File: src/rtl/eth_pkg.sv
// rtl/eth_pkg.sv - shared constants and state encoding for the Ethernet RX path
package eth_pkg;

  typedef enum logic [2:0] {
    IDLE,
    PRE,
    PAY,
    END,
    DROP
  } state_t;

  localparam logic [7:0]  PREAMBLE_BYTE = 8'h55;
  localparam logic [7:0]  SFD_BYTE      = 8'hD5;
  localparam logic [31:0] CRC32_POLY    = 32'hEDB8_8320;
  localparam logic [31:0] CRC32_INIT    = 32'hFFFF_FFFF;
  localparam logic [31:0] CRC32_RESIDUE = 32'hDEBB_20E3;
  localparam logic [47:0] BCAST_ADDR    = 48'hFFFF_FFFF_FFFF;
  localparam int          LEN_W         = 11;

endpackage

File: src/rtl/eth_crc32_d8.sv
// rtl/eth_crc32_d8.sv - combinational reflected CRC-32 update for one byte
module eth_crc32_d8
  import eth_pkg::*;
(
  input  logic [31:0] crc_in,
  input  logic [7:0]  data,
  output logic [31:0] crc_out
);

  always_comb begin
    crc_out = crc_in ^ {24'h0, data};
    for (int i = 0; i < 8; i++) begin
      crc_out = crc_out[0] ? ((crc_out >> 1) ^ CRC32_POLY) : (crc_out >> 1);
    end
  end

endmodule

File: src/rtl/eth_rx_framer.sv
// rtl/eth_rx_framer.sv - strips preamble/SFD and FCS, checks length and CRC, emits payload beats
// ETH_RX_MAC_FILTER_EN adds a destination address filter evaluated at the sixth byte.
module eth_rx_framer
  import eth_pkg::*;
#(
  parameter int MIN_LEN = 64,
  parameter int MAX_LEN = 1518
`ifdef ETH_RX_MAC_FILTER_EN
  ,
  parameter logic [47:0] MAC_ADDR = 48'h02_00_00_00_00_01
`endif
) (
  input  logic       CLK,
  input  logic       RESET,
  input  logic [7:0] RX_DATA,
  input  logic       RX_DV,
  output logic [7:0] M_DATA,
  output logic       M_VALID,
  output logic       M_LAST,
  output logic       M_ERR,
  output logic       FRAME_OK,
  output logic       FRAME_BAD
);

  localparam logic [LEN_W-1:0] MIN_L     = LEN_W'(MIN_LEN);
  localparam logic [LEN_W-1:0] MAX_L     = LEN_W'(MAX_LEN);
  localparam logic [LEN_W-1:0] PEND_FILL = LEN_W'(5);

  state_t           state;
  state_t           start_state;
  logic             dv_q;
  logic [3:0][7:0]  dly;
  logic [7:0]       pend;
  logic [31:0]      crc;
  logic [31:0]      crc_next;
  logic [LEN_W-1:0] len;
  logic             rise;
  logic             pend_vld;
  logic             err;
  logic             reject;

  eth_crc32_d8 u_crc (
    .crc_in  (crc),
    .data    (RX_DATA),
    .crc_out (crc_next)
  );

  assign rise     = RX_DV & ~dv_q;
  // Pending holds a payload byte once the four FCS candidates sit in front of it.
  assign pend_vld = (len >= PEND_FILL);
  assign err      = (crc != CRC32_RESIDUE) || (len < MIN_L) || (len > MAX_L);

`ifdef ETH_RX_MAC_FILTER_EN
  logic [47:0] da;
  assign da     = {pend, dly[3], dly[2], dly[1], dly[0], RX_DATA};
  assign reject = (len == PEND_FILL) && !((da == MAC_ADDR) || (da == BCAST_ADDR) || pend[0]);
`else
  assign reject = 1'b0;
`endif

  // Shared by IDLE and END so a frame may start in the cycle that closes the previous one.
  always_comb begin
    start_state = IDLE;
    if (rise) begin
      if (RX_DATA == PREAMBLE_BYTE)  start_state = PRE;
      else if (RX_DATA == SFD_BYTE)  start_state = PAY;
      else                           start_state = DROP;
    end else if (RX_DV) begin
      start_state = DROP;
    end
  end

  always_ff @(posedge CLK or posedge RESET) begin
    if (RESET) begin
      state     <= IDLE;
      dv_q      <= 1'b1;  // a frame already in flight at release must not look like a rise
      dly       <= '0;
      pend      <= '0;
      crc       <= CRC32_INIT;
      len       <= '0;
      M_DATA    <= '0;
      M_VALID   <= 1'b0;
      M_LAST    <= 1'b0;
      M_ERR     <= 1'b0;
      FRAME_OK  <= 1'b0;
      FRAME_BAD <= 1'b0;
    end else begin
      dv_q      <= RX_DV;
      M_VALID   <= 1'b0;
      M_LAST    <= 1'b0;
      M_ERR     <= 1'b0;
      FRAME_OK  <= 1'b0;
      FRAME_BAD <= 1'b0;
      if (state != PAY) begin
        crc <= CRC32_INIT;
        len <= '0;
      end
      case (state)
        IDLE: state <= start_state;
        PRE: begin
          if (!RX_DV)                         state <= IDLE;
          else if (RX_DATA == SFD_BYTE)       state <= PAY;
          else if (RX_DATA != PREAMBLE_BYTE)  state <= DROP;
        end
        PAY: begin
          if (!RX_DV) begin
            state <= END;
          end else if (reject) begin
            state <= DROP;
          end else begin
            crc  <= crc_next;
            len  <= (len == '1) ? len : len + 1'b1;
            dly  <= {dly[2:0], RX_DATA};
            pend <= dly[3];
            if (pend_vld) begin
              M_VALID <= 1'b1;
              M_DATA  <= pend;
            end
          end
        end
        END: begin
          if (pend_vld) begin
            M_VALID   <= 1'b1;
            M_DATA    <= pend;
            M_LAST    <= 1'b1;
            M_ERR     <= err;
            FRAME_OK  <= ~err;
            FRAME_BAD <= err;
          end else begin
            FRAME_BAD <= 1'b1;
          end
          state <= start_state;
        end
        DROP: if (!RX_DV) state <= IDLE;
        default: state <= IDLE;
      endcase
    end
  end

endmodule
File: config.mk
export PLATFORM = sky130hd
export DESIGN_NAME = eth_rx_framer
export DESIGN_NICKNAME = d
export VERILOG_FILES = /design/src/rtl/eth_pkg.sv /design/src/rtl/eth_crc32_d8.sv /design/src/rtl/eth_rx_framer.sv
export SDC_FILE = /design/constraint.sdc
export NUM_CORES = 1
export LEC_CHECK = 0
export ABC_AREA = 0
export BUFFER_PORTS_ARGS = -buffer_cell sky130_fd_sc_hd__clkbuf_2
export CAP_MARGIN = 20
export CORE_MARGIN = 2
export CORE_UTILIZATION = 61
export CTS_CLUSTER_SIZE = 20
export DETAILED_ROUTE_END_ITERATION = 8
export PLACE_DENSITY = 0.79
export SYNTH_ARGS = -nofsm -noshare
export SYNTH_HDL_FRONTEND = slang
export SYNTH_SLANG_ARGS = --single-unit
File: constraint.sdc
create_clock -name CLK -period 3.8 [get_ports CLK]
set_clock_uncertainty 0.05 [all_clocks]
set_input_delay 0.76 -clock CLK [delete_from_list [all_inputs] [get_ports CLK]]
set_output_delay 0.76 -clock CLK [all_outputs]
set_load 0.02 [all_outputs]
==> impl_metrics.json <==
{
  "period_share": 0.619,
  "cts_max_level": 3,
  "clockBufferDepth": 2,
  "route.detailed.drc": 0,
  "worstMarginPinSlew_ps": 596,
  "crit_arrival_ps": 2580,
  "setup_viol": 0,
  "ys_ff_latch": 100,
  "multi_input_area_sq_mm": 0.00245,
  "rows": 33,
  "die_h_um": 95.3,
  "ys_seq_area_frac": 0.500,
  "core_sq_mm": 0.00813,
  "async_flop_share": 1.00,
  "drv_cap": 0,
  "grt_pass1_vias": 3118,
  "port_buffers": 23,
  "met1_usage": 0.322,
  "dpl_cell_area_sq_mm": 0.00530,
  "met2_usage": 0.370,
  "worstSetupEndpointType": "register",
  "antenna_found_initial": 0,
  "critical-path-max-stage-delay_ps": 540,
  "synthCells": 425,
  "n_antenna_cell": 0,
  "dieArea_sq_mm": 0.00908,
  "gr-usage-met3": 0.0474,
  "r2r_start": "len[6]",
  "utilization": 0.682,
  "avgRoutedWirePerCell_um": 17.4,
  "status": "completed",
  "post-dp-hpwl_mm": 6.73,
  "ys.flop_type": "dfrtp_1",
  "crit_required_ps": 4020,
  "final_antenna_net_count": 0,
  "clock_latency_ps": 380,
  "final-hold-violation-count": 0,
  "crit_type": "register to register",
  "first_pass_iters": 4,
  "synthToLayoutAreaGrowth_pct": 9.18,
  "overflow": 0,
  "routed_wl_mm": 9.66,
  "drive_gt1_frac": 0.315,
  "finalSetupTns_ps": 0,
  "synth_edf_count": 0,
  "numCtsBuffers": 9,
  "path_clk_slew_ps": 110,
  "hold_path.class": "input pin to async pin",
  "syn_avg_cell_area_sq_um": 12.0,
  "synth_nets": 438,
  "cts_root_buf": "clkbuf_8",
  "crit_chain": "or4_1, nor2_1, and3_1, or2_1, mux2_2",
  "grt_max_degree": 86,
  "finalNetCount": 459,
  "cp_num_buf_inv": 0,
  "slew_headroom": 0.601,
  "yosysWarnings": 0,
  "leakage_nw": 2.46,
  "final_area_sq_mm": 0.00555,
  "route.vias.total": 3174,
  "vdd_drop_max_v": 0.000179,
  "netlist_top_cells_area": "dfrtp_1, dfstp_2, mux2_2, xnor2_1, xnor2_4",
  "yosysUniqueCellTypes": 55,
  "fillerInstances": 614,
  "grt_pass1_wl_mm": 15.9,
  "pin_count": 24,
  "dr.first_iter.drc_count": 181,
  "track_usage": 0.236,
  "p_per_area_mw_per_mm2": 368,
  "post-synth-top-area-fraction": 0.330,
  "avgViaCountPerCell": 5.71,
  "synth_area_sq_mm": 0.00508,
  "rsz0062_at_grt": "no",
  "cts_sinks": 100,
  "place_congestion": 0.906,
  "max_freq_mhz": 425,
  "postCtsHoldBufs": 0,
  "critPathSlowestCell": "or4_1",
  "layout_min_cycle_time_ps": 2350,
  "slew_viol_final": 0,
  "cts_tree": "yes",
  "post_cts_resized": 0,
  "cts_setup_buffers": 0,
  "r2r_slack_ps": 1450,
  "start_util": 0.625,
  "critPathLaunchType": "register",
  "critPathMaxFanout": 9,
  "r2r_cells": 5,
  "die_w_um": 95.3,
  "regArea_sq_mm": 0.00254,
  "r2r_end": "M_DATA[4]",
  "grt_busiest_layer": "met2",
  "crit_family": "simple AND/OR/NAND/NOR gates",
  "synth_top_area_cell": "dfrtp_1"
}
==> worst max-delay path by stage <==
| stage | start | endpoint | slack, ps | cells past startpoint |
|---|---|---|---|---|
| final | len[6] | M_DATA[4] | 1450 | 5 |
| after global routing | len[6] | M_DATA[2] | 1340 | 5 |
| after CTS | len[6] | M_DATA[4] | 1450 | 5 |
| after detailed placement | RX_DV | state[0] | 1260 | 6 |
| after global placement | RX_DV | state[0] | 1290 | 6 |
| after floorplan | RESET | FRAME_BAD | 430 | 1 |
==> cells by family after synthesis <==
group           share of synthesized area
flops                               0.500
mux                                 0.108
buf+inv                            0.0212
compound gates                     0.0682
fa+ha+maj                         0.00689
simple gates                        0.115
xor+xnor                            0.180
==> flip-flops by register name, indices dropped and copies added (netlist names) <==
name and count:
crc 32, dly 32, len 11, M_DATA 8, pend 8, state 3, FRAME_BAD 1, FRAME_OK 1
M_ERR 1, M_LAST 1, M_VALID 1, dv_q 1
==> layer usage <==
layer	up-vias	part of all wire
met5	-	0
met4	0	0.019
met3	15	0.039
met2	63	0.49
met1	1589	0.45
li1	1507	-
==> layout make-up <==
class | instances | area share
Clock buffer | 9 | 0.0223
Clock inverter | 7 | 0.0133
Inverter | 6 | 0.00451
Multi-Input combinational cell | 300 | 0.442
Sequential cell | 100 | 0.458
Tap cell | 105 | 0.0237
Timing Repair Buffer | 29 | 0.0361
==> through the flow <==
stage / cells / total power [mW] / hold WS (ps) / worst slack (ps)
final: 556 / 2.04 / 195 / 1450
after global placement: 538 / 1.37 / 414 / 1290
after detailed placement: 538 / 1.38 / 428 / 1260
after floorplan: 425 / 1.33 / 404 / 426
after CTS: 554 / 2.06 / 453 / 1450
after global routing: 556 / 2.14 / 183 / 1340
==> power by group <==
part	leakage, nW	switching [mW]	internal (mW)	total, mW
sequential	1.27	0.0156	1.09	1.11
combinational	1.09	0.139	0.122	0.262
clock	0.101	0.415	0.260	0.675
==> cell usage in the layout, fill, tap and decap left out, drive strengths merged, types with 4 or more instances in the layout <==
master / instances
and3: 8
o211ai: 7
a211o: 4
clkbuf: 32
nor2b: 5
nor3: 5
o21ai: 25
nor2: 43
dfstp: 33
xor2: 18
nand4: 7
dfrtp: 67
buf: 6
xnor2: 55
mux2: 48
nand2: 30
inv: 10
==> cell usage after synthesis (2+ instances only) <==
cell       instances
mux2_1             7
nand2_1           30
mux2_2            41
ha_1               2
nand4bb_1          2
xor3_1             2
a211oi_1           2
buf_2              2
nand4b_1           3
nor4_1             3
dfrtp_1           67
a31oi_1            3
nor2b_1            5
o21ai_0           19
o211ai_1           5
and3_1             8
a21oi_1            3
and2_1             2
xor2_1            17
clkbuf_1          15
nand3_1            3
xnor2_1           41
dfstp_2           33
nor2_1            43
inv_1              6
xnor2_2            8
a211o_1            4
o21ai_1            6
o211ai_2           2
xnor2_4            6
nand4_1            7
nor3_1             5
Note: power is estimated with default switching activity, not from simulation.
